<file path="config.mk">
export PLATFORM = sky130hd
export DESIGN_NAME = ctrl_cmd_arbiter_flat
export DESIGN_NICKNAME = d
export VERILOG_FILES = /design/src/rtl/ctrl_arb_pkg.sv /design/src/rtl/ctrl_cmd_arbiter_if.sv /design/src/rtl/ctrl_tag_fifo.sv /design/src/rtl/ctrl_cmd_arbiter.sv /design/src/flat_wrapper.sv
export SDC_FILE = /design/constraint.sdc
export NUM_CORES = 1
export LEC_CHECK = 0
export CAP_MARGIN = 20
export CORE_MARGIN = 4
export CORE_UTILIZATION = 28
export DETAILED_ROUTE_END_ITERATION = 16
export PLACE_DENSITY_LB_ADDON = 0.05
export SLEW_MARGIN = 20
export SYNTH_ARGS = -nofsm -noshare
export SYNTH_HDL_FRONTEND = slang
export SYNTH_SLANG_ARGS = --single-unit
export TNS_END_PERCENT = 100
</file>
<file path="constraint.sdc">
create_clock -name inner_clk -period 2.3 [get_ports inner_clk]
set_input_delay 0.23 -clock inner_clk [delete_from_list [all_inputs] [get_ports inner_clk]]
set_output_delay 0.23 -clock inner_clk [all_outputs]
set_load 0.01 [all_outputs]
</file>
<file path="src/rtl/ctrl_arb_pkg.sv">
// Shared defaults and types for the command arbiter / response router slice.
package ctrl_arb_pkg;

  localparam int unsigned DefaultDataW    = 32;
  localparam int unsigned DefaultTagDepth = 4;

  typedef enum logic {
    IDLE = 1'b0,
    FWD  = 1'b1
  } arb_state_t;

endpackage

</file>
<file path="src/rtl/ctrl_cmd_arbiter_if.sv">
// AXI-Stream style bundle used for every command and response stream of the arbiter.
interface ctrl_cmd_arbiter_if
  import ctrl_arb_pkg::*;
#(
  parameter int unsigned DATA_W = DefaultDataW
) ();

  logic [DATA_W-1:0] tdata;
  logic              tvalid;
  logic              tlast;
  logic              tready;

  modport master (output tdata, output tvalid, output tlast, input tready);
  modport slave  (input tdata, input tvalid, input tlast, output tready);

endinterface

</file>
<file path="src/rtl/ctrl_tag_fifo.sv">
// 1-bit-wide show-ahead FIFO holding the requester id of each forwarded command packet.
module ctrl_tag_fifo
  import ctrl_arb_pkg::*;
#(
  parameter int unsigned  DEPTH = DefaultTagDepth,
  localparam int unsigned PtrW  = $clog2(DEPTH),
  localparam int unsigned CntW  = PtrW + 1
) (
  input  logic            inner_clk,
  input  logic            rst,
  input  logic            push,
  input  logic            push_bit,
  input  logic            pop,
  output logic            head,
  output logic            full,
  output logic            empty,
  output logic [CntW-1:0] count
);

  logic [DEPTH-1:0] mem_q;
  logic [PtrW-1:0]  wr_ptr_q, rd_ptr_q;
  logic [CntW-1:0]  count_q, count_d;
  logic             push_ok, pop_ok;

  assign full    = (count_q == CntW'(DEPTH));
  assign empty   = (count_q == '0);
  assign head    = mem_q[rd_ptr_q];
  assign count   = count_q;
  assign push_ok = push & ~full;
  assign pop_ok  = pop & ~empty;

  always_comb begin
    count_d = count_q;
    case ({push_ok, pop_ok})
      2'b10:   count_d = count_q + CntW'(1);
      2'b01:   count_d = count_q - CntW'(1);
      default: count_d = count_q;
    endcase
  end

  always_ff @(posedge inner_clk or posedge rst) begin
    if (rst) begin
      wr_ptr_q <= '0;
      rd_ptr_q <= '0;
      count_q  <= '0;
    end else begin
      if (push_ok) wr_ptr_q <= wr_ptr_q + PtrW'(1);
      if (pop_ok)  rd_ptr_q <= rd_ptr_q + PtrW'(1);
      count_q <= count_d;
    end
  end

  // Storage needs no reset: pointers and count define which entries are live.
  always_ff @(posedge inner_clk) begin
    if (push_ok) mem_q[wr_ptr_q] <= push_bit;
  end

endmodule

</file>
<file path="src/rtl/ctrl_cmd_arbiter.sv">
// Packet-granular round-robin merge of two command streams, with in-order routing of the
// handler's responses back to the requester that issued each command packet.
module ctrl_cmd_arbiter
  import ctrl_arb_pkg::*;
#(
  parameter int unsigned  DATA_W    = DefaultDataW,
  parameter int unsigned  TAG_DEPTH = DefaultTagDepth,
  localparam int unsigned CntW      = $clog2(TAG_DEPTH) + 1
) (
  input  logic                inner_clk,
  input  logic                rst,
  ctrl_cmd_arbiter_if.slave   s0,
  ctrl_cmd_arbiter_if.slave   s1,
  ctrl_cmd_arbiter_if.master  cmd,
  ctrl_cmd_arbiter_if.slave   resp,
  ctrl_cmd_arbiter_if.master  m0,
  ctrl_cmd_arbiter_if.master  m1,
  output logic [CntW-1:0]     outstanding
);

  arb_state_t        state_q, state_d;
  logic              gnt_q, gnt_d;
  logic              lw_q, lw_d;
  logic              tag_push, tag_pop;
  logic              tag_head, tag_full, tag_empty;
  logic [DATA_W-1:0] sel_tdata;
  logic              sel_tvalid, sel_tlast;

  ctrl_tag_fifo #(
    .DEPTH (TAG_DEPTH)
  ) u_tag_fifo (
    .inner_clk (inner_clk),
    .rst       (rst),
    .push      (tag_push),
    .push_bit  (gnt_q),
    .pop       (tag_pop),
    .head      (tag_head),
    .full      (tag_full),
    .empty     (tag_empty),
    .count     (outstanding)
  );

  assign sel_tdata  = gnt_q ? s1.tdata  : s0.tdata;
  assign sel_tvalid = gnt_q ? s1.tvalid : s0.tvalid;
  assign sel_tlast  = gnt_q ? s1.tlast  : s0.tlast;

  always_comb begin
    state_d    = state_q;
    gnt_d      = gnt_q;
    lw_d       = lw_q;
    tag_push   = 1'b0;
    cmd.tdata  = '0;
    cmd.tvalid = 1'b0;
    cmd.tlast  = 1'b0;
    s0.tready  = 1'b0;
    s1.tready  = 1'b0;
    unique case (state_q)
      IDLE: begin
        // Grant is decided here; the bubble cycle keeps tready off until FWD.
        if (!tag_full && (s0.tvalid || s1.tvalid)) begin
          gnt_d   = (s0.tvalid && s1.tvalid) ? ~lw_q : s1.tvalid;
          state_d = FWD;
        end
      end
      FWD: begin
        cmd.tdata  = sel_tdata;
        cmd.tvalid = sel_tvalid;
        cmd.tlast  = sel_tlast;
        s0.tready  = ~gnt_q & cmd.tready;
        s1.tready  = gnt_q & cmd.tready;
        if (sel_tvalid && cmd.tready && sel_tlast) begin
          tag_push = 1'b1;
          lw_d     = gnt_q;
          state_d  = IDLE;
        end
      end
      default: state_d = IDLE;
    endcase
  end

  always_ff @(posedge inner_clk or posedge rst) begin
    if (rst) begin
      state_q <= IDLE;
      gnt_q   <= 1'b0;
      lw_q    <= 1'b1;
    end else begin
      state_q <= state_d;
      gnt_q   <= gnt_d;
      lw_q    <= lw_d;
    end
  end

  // Response words are held off entirely while no command is awaiting a reply.
  always_comb begin
    resp.tready = 1'b0;
    m0.tvalid   = 1'b0;
    m1.tvalid   = 1'b0;
    if (!tag_empty) begin
      if (tag_head) begin
        m1.tvalid   = resp.tvalid;
        resp.tready = m1.tready;
      end else begin
        m0.tvalid   = resp.tvalid;
        resp.tready = m0.tready;
      end
    end
  end

  assign tag_pop  = resp.tvalid & resp.tready & resp.tlast;
  assign m0.tdata = resp.tdata;
  assign m0.tlast = resp.tlast;
  assign m1.tdata = resp.tdata;
  assign m1.tlast = resp.tlast;

endmodule

</file>
<file path="src/flat_wrapper.sv">
// flat-port wrapper written by rule: the top's interface ports become plain ports
module ctrl_cmd_arbiter_flat import ctrl_arb_pkg::*;
#(
  parameter int unsigned  DATA_W    = DefaultDataW,
  parameter int unsigned  TAG_DEPTH = DefaultTagDepth,
  localparam int unsigned CntW      = $clog2(TAG_DEPTH) + 1
)
  (inner_clk, rst, outstanding, s0_tdata, s0_tvalid, s0_tlast, s0_tready, s1_tdata, s1_tvalid, s1_tlast, s1_tready, cmd_tdata, cmd_tvalid, cmd_tlast, cmd_tready, resp_tdata, resp_tvalid, resp_tlast, resp_tready, m0_tdata, m0_tvalid, m0_tlast, m0_tready, m1_tdata, m1_tvalid, m1_tlast, m1_tready);
  ctrl_cmd_arbiter_if #(.DATA_W(DATA_W)) s0_i ();
  ctrl_cmd_arbiter_if #(.DATA_W(DATA_W)) s1_i ();
  ctrl_cmd_arbiter_if #(.DATA_W(DATA_W)) cmd_i ();
  ctrl_cmd_arbiter_if #(.DATA_W(DATA_W)) resp_i ();
  ctrl_cmd_arbiter_if #(.DATA_W(DATA_W)) m0_i ();
  ctrl_cmd_arbiter_if #(.DATA_W(DATA_W)) m1_i ();
  input  logic inner_clk;
  input  logic rst;
  output logic [CntW-1:0] outstanding;
  input wire logic [$bits(s0_i.tdata)-1:0] s0_tdata;
  input wire logic [$bits(s0_i.tvalid)-1:0] s0_tvalid;
  input wire logic [$bits(s0_i.tlast)-1:0] s0_tlast;
  output wire logic [$bits(s0_i.tready)-1:0] s0_tready;
  input wire logic [$bits(s1_i.tdata)-1:0] s1_tdata;
  input wire logic [$bits(s1_i.tvalid)-1:0] s1_tvalid;
  input wire logic [$bits(s1_i.tlast)-1:0] s1_tlast;
  output wire logic [$bits(s1_i.tready)-1:0] s1_tready;
  output wire logic [$bits(cmd_i.tdata)-1:0] cmd_tdata;
  output wire logic [$bits(cmd_i.tvalid)-1:0] cmd_tvalid;
  output wire logic [$bits(cmd_i.tlast)-1:0] cmd_tlast;
  input wire logic [$bits(cmd_i.tready)-1:0] cmd_tready;
  input wire logic [$bits(resp_i.tdata)-1:0] resp_tdata;
  input wire logic [$bits(resp_i.tvalid)-1:0] resp_tvalid;
  input wire logic [$bits(resp_i.tlast)-1:0] resp_tlast;
  output wire logic [$bits(resp_i.tready)-1:0] resp_tready;
  output wire logic [$bits(m0_i.tdata)-1:0] m0_tdata;
  output wire logic [$bits(m0_i.tvalid)-1:0] m0_tvalid;
  output wire logic [$bits(m0_i.tlast)-1:0] m0_tlast;
  input wire logic [$bits(m0_i.tready)-1:0] m0_tready;
  output wire logic [$bits(m1_i.tdata)-1:0] m1_tdata;
  output wire logic [$bits(m1_i.tvalid)-1:0] m1_tvalid;
  output wire logic [$bits(m1_i.tlast)-1:0] m1_tlast;
  input wire logic [$bits(m1_i.tready)-1:0] m1_tready;
  assign s0_i.tdata = s0_tdata;
  assign s0_i.tvalid = s0_tvalid;
  assign s0_i.tlast = s0_tlast;
  assign s0_tready = s0_i.tready;
  assign s1_i.tdata = s1_tdata;
  assign s1_i.tvalid = s1_tvalid;
  assign s1_i.tlast = s1_tlast;
  assign s1_tready = s1_i.tready;
  assign cmd_tdata = cmd_i.tdata;
  assign cmd_tvalid = cmd_i.tvalid;
  assign cmd_tlast = cmd_i.tlast;
  assign cmd_i.tready = cmd_tready;
  assign resp_i.tdata = resp_tdata;
  assign resp_i.tvalid = resp_tvalid;
  assign resp_i.tlast = resp_tlast;
  assign resp_tready = resp_i.tready;
  assign m0_tdata = m0_i.tdata;
  assign m0_tvalid = m0_i.tvalid;
  assign m0_tlast = m0_i.tlast;
  assign m0_i.tready = m0_tready;
  assign m1_tdata = m1_i.tdata;
  assign m1_tvalid = m1_i.tvalid;
  assign m1_tlast = m1_i.tlast;
  assign m1_i.tready = m1_tready;
  ctrl_cmd_arbiter #(.DATA_W(DATA_W), .TAG_DEPTH(TAG_DEPTH)) u_core (.inner_clk(inner_clk), .rst(rst), .s0(s0_i), .s1(s1_i), .cmd(cmd_i), .resp(resp_i), .m0(m0_i), .m1(m1_i), .outstanding(outstanding));
endmodule
</file>
==> results of run 1 <==
==> metal layers <==
metal	vias up	global-route usage [%]	routed length (um)	part of all wire [%]
met5	-	0	0	0
met1	659	12.3	1810	34
li1	737	-	-	-
met3	33	7.76	760	14
met2	91	21.9	2620	49
met4	0	5.61	165	3.1
==> cell families after synthesis <==
kind of cell	synth area share (%)
flip-flops	19.8
buffers and inverters	29.3
AND/OR/NAND/NOR	19.4
adder cells (fa/ha/maj)	4.39
multiplexers	23.1
AO/OA/AOI/OAI	1.66
XOR/XNOR	2.33
==> layout make-up <==
type | count | area, um^2 | area share (%)
inverters | 4 | 15.0 | 0.545
repair buffers | 127 | 1250 | 45.4
well taps | 77 | 96.3 | 3.50
flip-flops and latches | 14 | 374 | 13.6
multi-input cells | 119 | 973 | 35.3
clock buffers | 4 | 45.0 | 1.63
==> placed cells by master (no fill, tap or decap), types with 3 or more instances in the layout <==
cell | Yosys | routed
and2_1 | 4 | 4
buf_4 | 68 | 8
clkbuf_8 | 0 | 3
clkdlybuf4s50_1 | 0 | 118
dfrtp_1 | 9 | 7
edfxtp_1 | 4 | 4
ha_1 | 5 | 4
inv_1 | 4 | 4
mux2i_1 | 40 | 37
mux2i_2 | 0 | 3
nand2_1 | 3 | 3
nor2_1 | 10 | 10
nor2b_1 | 35 | 35
xnor2_1 | 3 | 3
==> stage by stage <==
step,setup TNS [ns],instances,utilization [%],total power [mW],setup slack (ns)
after floorplan,0,211,-,1.55,0.177
after global placement,0,341,41.9,2.34,0.0206
after detailed placement,0,341,41.9,2.32,0.0115
after CTS,0,345,42.6,2.54,0.0226
after global routing,-0.0370,345,42.9,2.74,-0.0370
final,0,345,42.9,2.52,0.130
==> what timing repair did <==
action	4_1_cts	5_1_grt
buffers inserted	0	0
setup endpoints to repair	0	10
resized for setup	0	7
==> path summary, 6_finish.rpt <==
path / end / from / cells after the start
max: u_core.u_tag_fifo.count[2] / u_core.u_tag_fifo.rd_ptr_q[1] / 9
min: u_core.u_tag_fifo.rd_ptr_q[0] / rst / 2
max reg2reg: u_core.u_tag_fifo.count[2] / u_core.u_tag_fifo.rd_ptr_q[1] / 9
min reg2reg: u_core.u_tag_fifo.count[2] / u_core.u_tag_fifo.count[2] / 1
max in group asynchronous: u_core.lw_q / rst / 2
min in group inner_clk: m0_tdata[28] / resp_tdata[28] / 0
==> power groups by stage <==
stage          logic [mW]  clock network, mW  registers [mW]
2_1_floorplan        1.08                  0           0.467
3_3_place_gp         1.87                  0           0.472
3_5_place_dp         1.84                  0           0.474
4_1_cts              1.86              0.209           0.470
5_1_grt              2.02              0.228           0.497
6_report             1.84              0.202           0.478
==> critical path: stages (launching register included) <==
cell and delay, ns:
dfrtp_2 0.44, mux2i_2 0.18, mux2i_2 0.22, mux2i_1 0.26
nor2_1 0.07, ha_2 0.19, fa_2 0.33, xnor2_1 0.16
nor2_1 0.07, xor2_1 0.14
==> flip-flops by register name, summed over array words and instances (netlist names) <==
| register | cells |
|---|---|
| u_core.gnt_q | 1 |
| u_core.lw_q | 1 |
| u_core.state_q | 1 |
| u_core.u_tag_fifo.count | 3 |
| u_core.u_tag_fifo.mem_q | 4 |
| u_core.u_tag_fifo.rd_ptr_q | 2 |
| u_core.u_tag_fifo.wr_ptr_q | 2 |
==> results.ini, run 1 <==
[run_status]
run_status = complete, no violations

[logic_synthesis]
synth_cells = 211
synth_top_area_share_pct = 27.2
synthTopCellsByCount = buf_4 (68), mux2i_1 (40), nor2b_1 (35)
synth.distinct_cells = 29
synth_edf_count = 4
async_flop_share_pct = 71.4
ys_warn_count = 0
avgSynthCellArea_um2 = 8.91
synth_area_um2 = 1880
synth_top_area_cell = buf_4
ys_ff_latch = 14
synth_area_leaders = buf_4 (27%), mux2i_1 (21%), dfrtp_1 (12%)
synth_nets = 324
synthMostInstantiatedCell = buf_4
ys_seq_area_share_pct = 19.8
ys.flop_type = dfrtp_1

[cells_and_area]
fin_nets = 382
drive_gt1_share_pct = 9.70
fillers = 637
antennaDiodeCount = 0
syn_to_final_growth_pct = 46.7
fin_area_um2 = 2760

[drt]
drc = 0
wl_per_cell_um = 15.5
viasPerCell = 4.41
finalWirelength_um = 5360
vias = 1520
first_pass_iters = 3
drt_iter0_drc = 26
antenna_left = 0

[clock_tree]
cts_buffer_depth = 2
cts.htree.levels = 1
clk-insertion-delay-late_ns = 0.24
clockRootBuffer = clkbuf_8
cts_buffers = 3
clkTransAtPathRegs_ns = 0.05
cts_sinks = 14
hold_buffers = 0
cts_tree = done

[floorplan]
fp.dieH_um = 89.9
die-area_um2 = 8090
core.rowCount = 29
core_um2 = 6420
dieWidth_um = 89.9
ios = 215
initial_core_util_pct = 29.3

[critical_path]
worstPathArrival_ns = 2.29
critPathKind = register to register
cp.required_ns = 2.42
r2r_slack_ns = 0.13
critPathMaxFanout = 3
critPathLaunchType = register
cp-end-kind = register

[power]
switching_share_pct = 37.6
power_frac_clock_pct = 8.0
power_switching_mw = 0.948
pwr-share-seq_pct = 18.9
p_leak_nw = 1.12
ir_worst_vdd_v = 0.000346
internal-power_mw = 1.58
p_per_area_nw_per_um2 = 916
pwr-share-comb_pct = 73.1

[sta]
finClkSkew_ns = 0.00194
whs_ns = 0.276
maxSlewHeadroom_pct = 72.3
fmax_mhz = 461
rsz0062_at_grt = yes
finalCritPeriodShare_pct = 94.3
slew_viol_final = 0
final-setup-viol-count = 0
worstMarginPinSlew_ns = 0.415
final_hold_viol_count = 0
layout_min_cycle_time_ns = 2.17

[placed_design]
numPortBuffers = 118
placed_area_um2 = 2690
dp_hpwl_um = 4410
globalplace.congestion = 0.668

[global_route]
grt_overflow_total = 0
grt_use_total_pct = 12.8
antenna_found_initial = 0
grt_max_degree = 38
grt_pass1_vias = 1667
grt_first_pass_wirelength_um = 8410

[run]
maxCapViolCount = 0

[min_path]
min_path_type = primary input to asynchronous set/reset pin

Note: power is estimated with default switching activity, not from simulation.
==> run 2, diff against run 1 <==
--- a/config.mk
+++ b/config.mk
@@ -9,8 +9,8 @@
 export CORE_MARGIN = 4
 export CORE_UTILIZATION = 28
 export DETAILED_ROUTE_END_ITERATION = 16
+export GPL_TIMING_DRIVEN = 0
 export PLACE_DENSITY_LB_ADDON = 0.05
-export SLEW_MARGIN = 20
 export SYNTH_ARGS = -nofsm -noshare
 export SYNTH_HDL_FRONTEND = slang
 export SYNTH_SLANG_ARGS = --single-unit
==> run 2 against run 1 <==
Net effect:
- global-route usage rose by 3.7 points
- sequential share of layout area shrank 3.9 points
- count of clock-buffer cells in the layout unchanged
- critical path depth did not move
- fmax is 1.6% lower
- core utilization increased by 17 points
- register-to-register slack got worse by 0.04 ns
- die area unchanged
- total power grew 9.4%
- highest routed layer unchanged
==> results.ini, run 2 (synthesis results as in run 1) <==
[run_status]
run_status = complete, no violations  ; unchanged

[floorplan]
fp.dieH_um = 89.9  ; unchanged
die-area_um2 = 8090  ; unchanged
initial_core_util_pct = 29.3  ; unchanged
core.rowCount = 29  ; unchanged
ios = 215  ; unchanged
dieWidth_um = 89.9  ; unchanged
core_um2 = 6420  ; unchanged

[clock_tree]
clockRootBuffer = clkbuf_8  ; unchanged
cts_tree = done  ; unchanged
clk-insertion-delay-late_ns = 0.24  ; about the same
hold_buffers = 0  ; unchanged
cts.htree.levels = 1  ; unchanged
clkTransAtPathRegs_ns = 0.05  ; about the same
cts_buffers = 3  ; unchanged
cts_buffer_depth = 2  ; unchanged
cts_sinks = 14  ; unchanged

[critical_path]
crit_buf_inv = 0  ; unchanged
worstReg2RegEnd = u_core.u_tag_fifo.count[2]  ; unchanged
timing.rr.start = u_core.u_tag_fifo.rd_ptr_q[1]  ; unchanged
cp-end-kind = register  ; unchanged
cp.required_ns = 2.42  ; about the same
path_cells = mux2i_2 -> mux2i_1 -> mux2i_1 -> nor2_1 -> ha_2 -> fa_2 -> xnor2_1 -> nor2_1 -> xor2_1  ; was mux2i_2 -> mux2i_2 -> mux2i_1 -> nor2_1 -> ha_2 -> fa_2 -> xnor2_1 -> nor2_1 -> xor2_1
cpLargestDelayFamily = multiplexers  ; unchanged
cpPeakStageDelay_ns = 0.43  ; was 0.44 ns
critPathLaunchType = register  ; unchanged
slowest_stage = dfrtp_1  ; was dfrtp_2
r2r_cells = 9  ; unchanged
critPathMaxFanout = 3  ; unchanged
r2r_slack_ns = 0.1  ; was 0.13 ns
critPathKind = register to register  ; unchanged
worstPathArrival_ns = 2.33  ; was 2.29 ns

[global_route]
grt_first_pass_wirelength_um = 10700  ; was 8410 um
grt_pass1_vias = 2097  ; was 1,667
grt_overflow_total = 0  ; unchanged
antenna_found_initial = 0  ; unchanged
grt_max_degree = 11  ; was 38
grt_use_total_pct = 16.4  ; was 12.8%

[sta]
finClkSkew_ns = 0.00102  ; was 0.00194 ns
fmax_mhz = 454  ; was 461 MHz
final-setup-viol-count = 0  ; unchanged
whs_ns = 0.274  ; was 0.276 ns
final_hold_viol_count = 0  ; unchanged
layout_min_cycle_time_ns = 2.20  ; was 2.17 ns
finalCritPeriodShare_pct = 95.9  ; was 94.3%
slew_viol_final = 0  ; unchanged
maxSlewHeadroom_pct = 72.2  ; was 72.3%
worstMarginPinSlew_ns = 0.417  ; was 0.415 ns
rsz0062_at_grt = yes  ; unchanged

[power]
ir_worst_vdd_v = 0.000326  ; was 0.000346 V
pwr-share-comb_pct = 75.3  ; was 73.1%
pwr-share-seq_pct = 17.4  ; was 18.9%
p_leak_nw = 1.68  ; was 1.12 nW
power_frac_clock_pct = 7.3  ; was 8.0%
power_switching_mw = 1.02  ; was 0.948 mW
switching_share_pct = 37.0  ; was 37.6%
internal-power_mw = 1.74  ; was 1.58 mW
p_per_area_nw_per_um2 = 714  ; was 916 nW/um^2

[cells_and_area]
syn_to_final_growth_pct = 106  ; was 46.7%
largest_register = u_core.u_tag_fifo.mem_q  ; unchanged
antennaDiodeCount = 0  ; unchanged
drive_gt1_share_pct = 22.1  ; was 9.70%
layout_commonest_cell = clkdlybuf4s50_1  ; unchanged
fillers = 588  ; was 637
fin_nets = 512  ; was 382
layout_common_cells = clkdlybuf4s50_1 (182), buf_4 (70), mux2i_1 (39)  ; was clkdlybuf4s50_1 (118), mux2i_1 (37), nor2b_1 (35)
final_util_pct = 60.2  ; was 42.9%
layoutNonFillerInstCount = 475  ; was 345
largest_reg_flops = 4  ; unchanged

[drt]
drc = 0  ; unchanged
vias = 1996  ; was 1,520
finalWirelength_um = 7120  ; was 5360 um
viasPerCell = 4.20  ; was 4.41
wl_per_cell_um = 15.0  ; was 15.5 um
drt_iter0_drc = 20  ; was 26
antenna_left = 0  ; unchanged
first_pass_iters = 4  ; was 3

[min_path]
min_path_type = primary input to asynchronous set/reset pin  ; unchanged

[placed_design]
dp_hpwl_um = 6390  ; was 4410 um
dp.cells = 470  ; was 341
globalplace.congestion = 0.759  ; was 0.668
numPortBuffers = 182  ; was 118

[run]
maxCapViolCount = 0  ; unchanged

[run 2: cell types whose count changed in the layout (fill, tap and decap cells not counted), sizes merged]
cell,before,now
clkdlybuf4s50,118,182
buf,9,71
clkbuf,4,8
[run 2: worst max-delay path by stage]
| stage | startpoint | endpoint | slack [ns] | depth (start not counted) |
|---|---|---|---|---|
| 2_1_floorplan | u_core.u_tag_fifo.rd_ptr_q[1] | u_core.u_tag_fifo.count[2] | 0.18 | 9 |
| 3_3_place_gp | s0_tvalid | u_core.u_tag_fifo.count[2] | -0.15 | 10 |
| 3_5_place_dp | s0_tvalid | u_core.u_tag_fifo.count[2] | -0.18 | 10 |
| 4_1_cts | u_core.state_q | cmd_tdata[19] | 0.02 | 4 |
| 5_1_grt | u_core.u_tag_fifo.rd_ptr_q[1] | u_core.u_tag_fifo.count[2] | -0.07 | 9 |
| 6_report | u_core.u_tag_fifo.rd_ptr_q[1] | u_core.u_tag_fifo.count[2] | 0.1 | 9 |
[run 2: through the flow]
step | worst slack [ns] | setup TNS, ns | instance area (um^2) | power [mW]
2_1_floorplan | 0.177 | 0 | 1880 | 1.55
4_1_cts | 0.0208 | 0 | 3850 | 2.79
3_5_place_dp | -0.182 | -0.297 | 3800 | 2.54
3_3_place_gp | -0.155 | -0.276 | 3800 | 2.54
6_report | 0.0953 | 0 | 3870 | 2.76
5_1_grt | -0.0682 | -0.0682 | 3870 | 2.98
[run 2: final cells by class]
class	count	area (um^2)	area share, %
Multi-Input combinational cell	119	966	25.0
Clock buffer	4	45.0	1.17
Inverter	4	15.0	0.388
Sequential cell	14	373	9.64
Tap cell	77	96.3	2.49
Buffer	74	542	14.0
Timing Repair Buffer	183	1830	47.3
[run 2: repair_timing]
item	CTS	global route
gates resized for setup	1	10
endpoints found under the setup margin	2	30
pin swaps	0	1
buffers inserted	1	0
[run 2: worst reg2reg max path, cell delays in order, from the launching register on]
cell and delay [ns]:
dfrtp_1 0.43, mux2i_2 0.19, mux2i_1 0.23, mux2i_1 0.26, nor2_1 0.07, ha_2 0.19
fa_2 0.33, xnor2_1 0.17, nor2_1 0.07, xor2_1 0.14
[run 2: per-layer routing]
| layer | vias up | routed length (um) | global-route usage, % |
|---|---|---|---|
| met5 | - | 0 | 0 |
| met4 | 0 | 110 | 4.72 |
| met1 | 895 | 2230 | 14.1 |
| li1 | 992 | - | - |
| met3 | 9 | 871 | 8.18 |
| met2 | 100 | 3910 | 32.8 |
[run 2: power by group through the flow]
stage	combinational [mW]	sequential [mW]	clock (mW)
4_1_cts	2.10	0.477	0.212
6_report	2.08	0.480	0.203
3_5_place_dp	2.06	0.481	0
5_1_grt	2.25	0.498	0.226
3_3_place_gp	2.06	0.476	0
2_1_floorplan	1.08	0.467	0
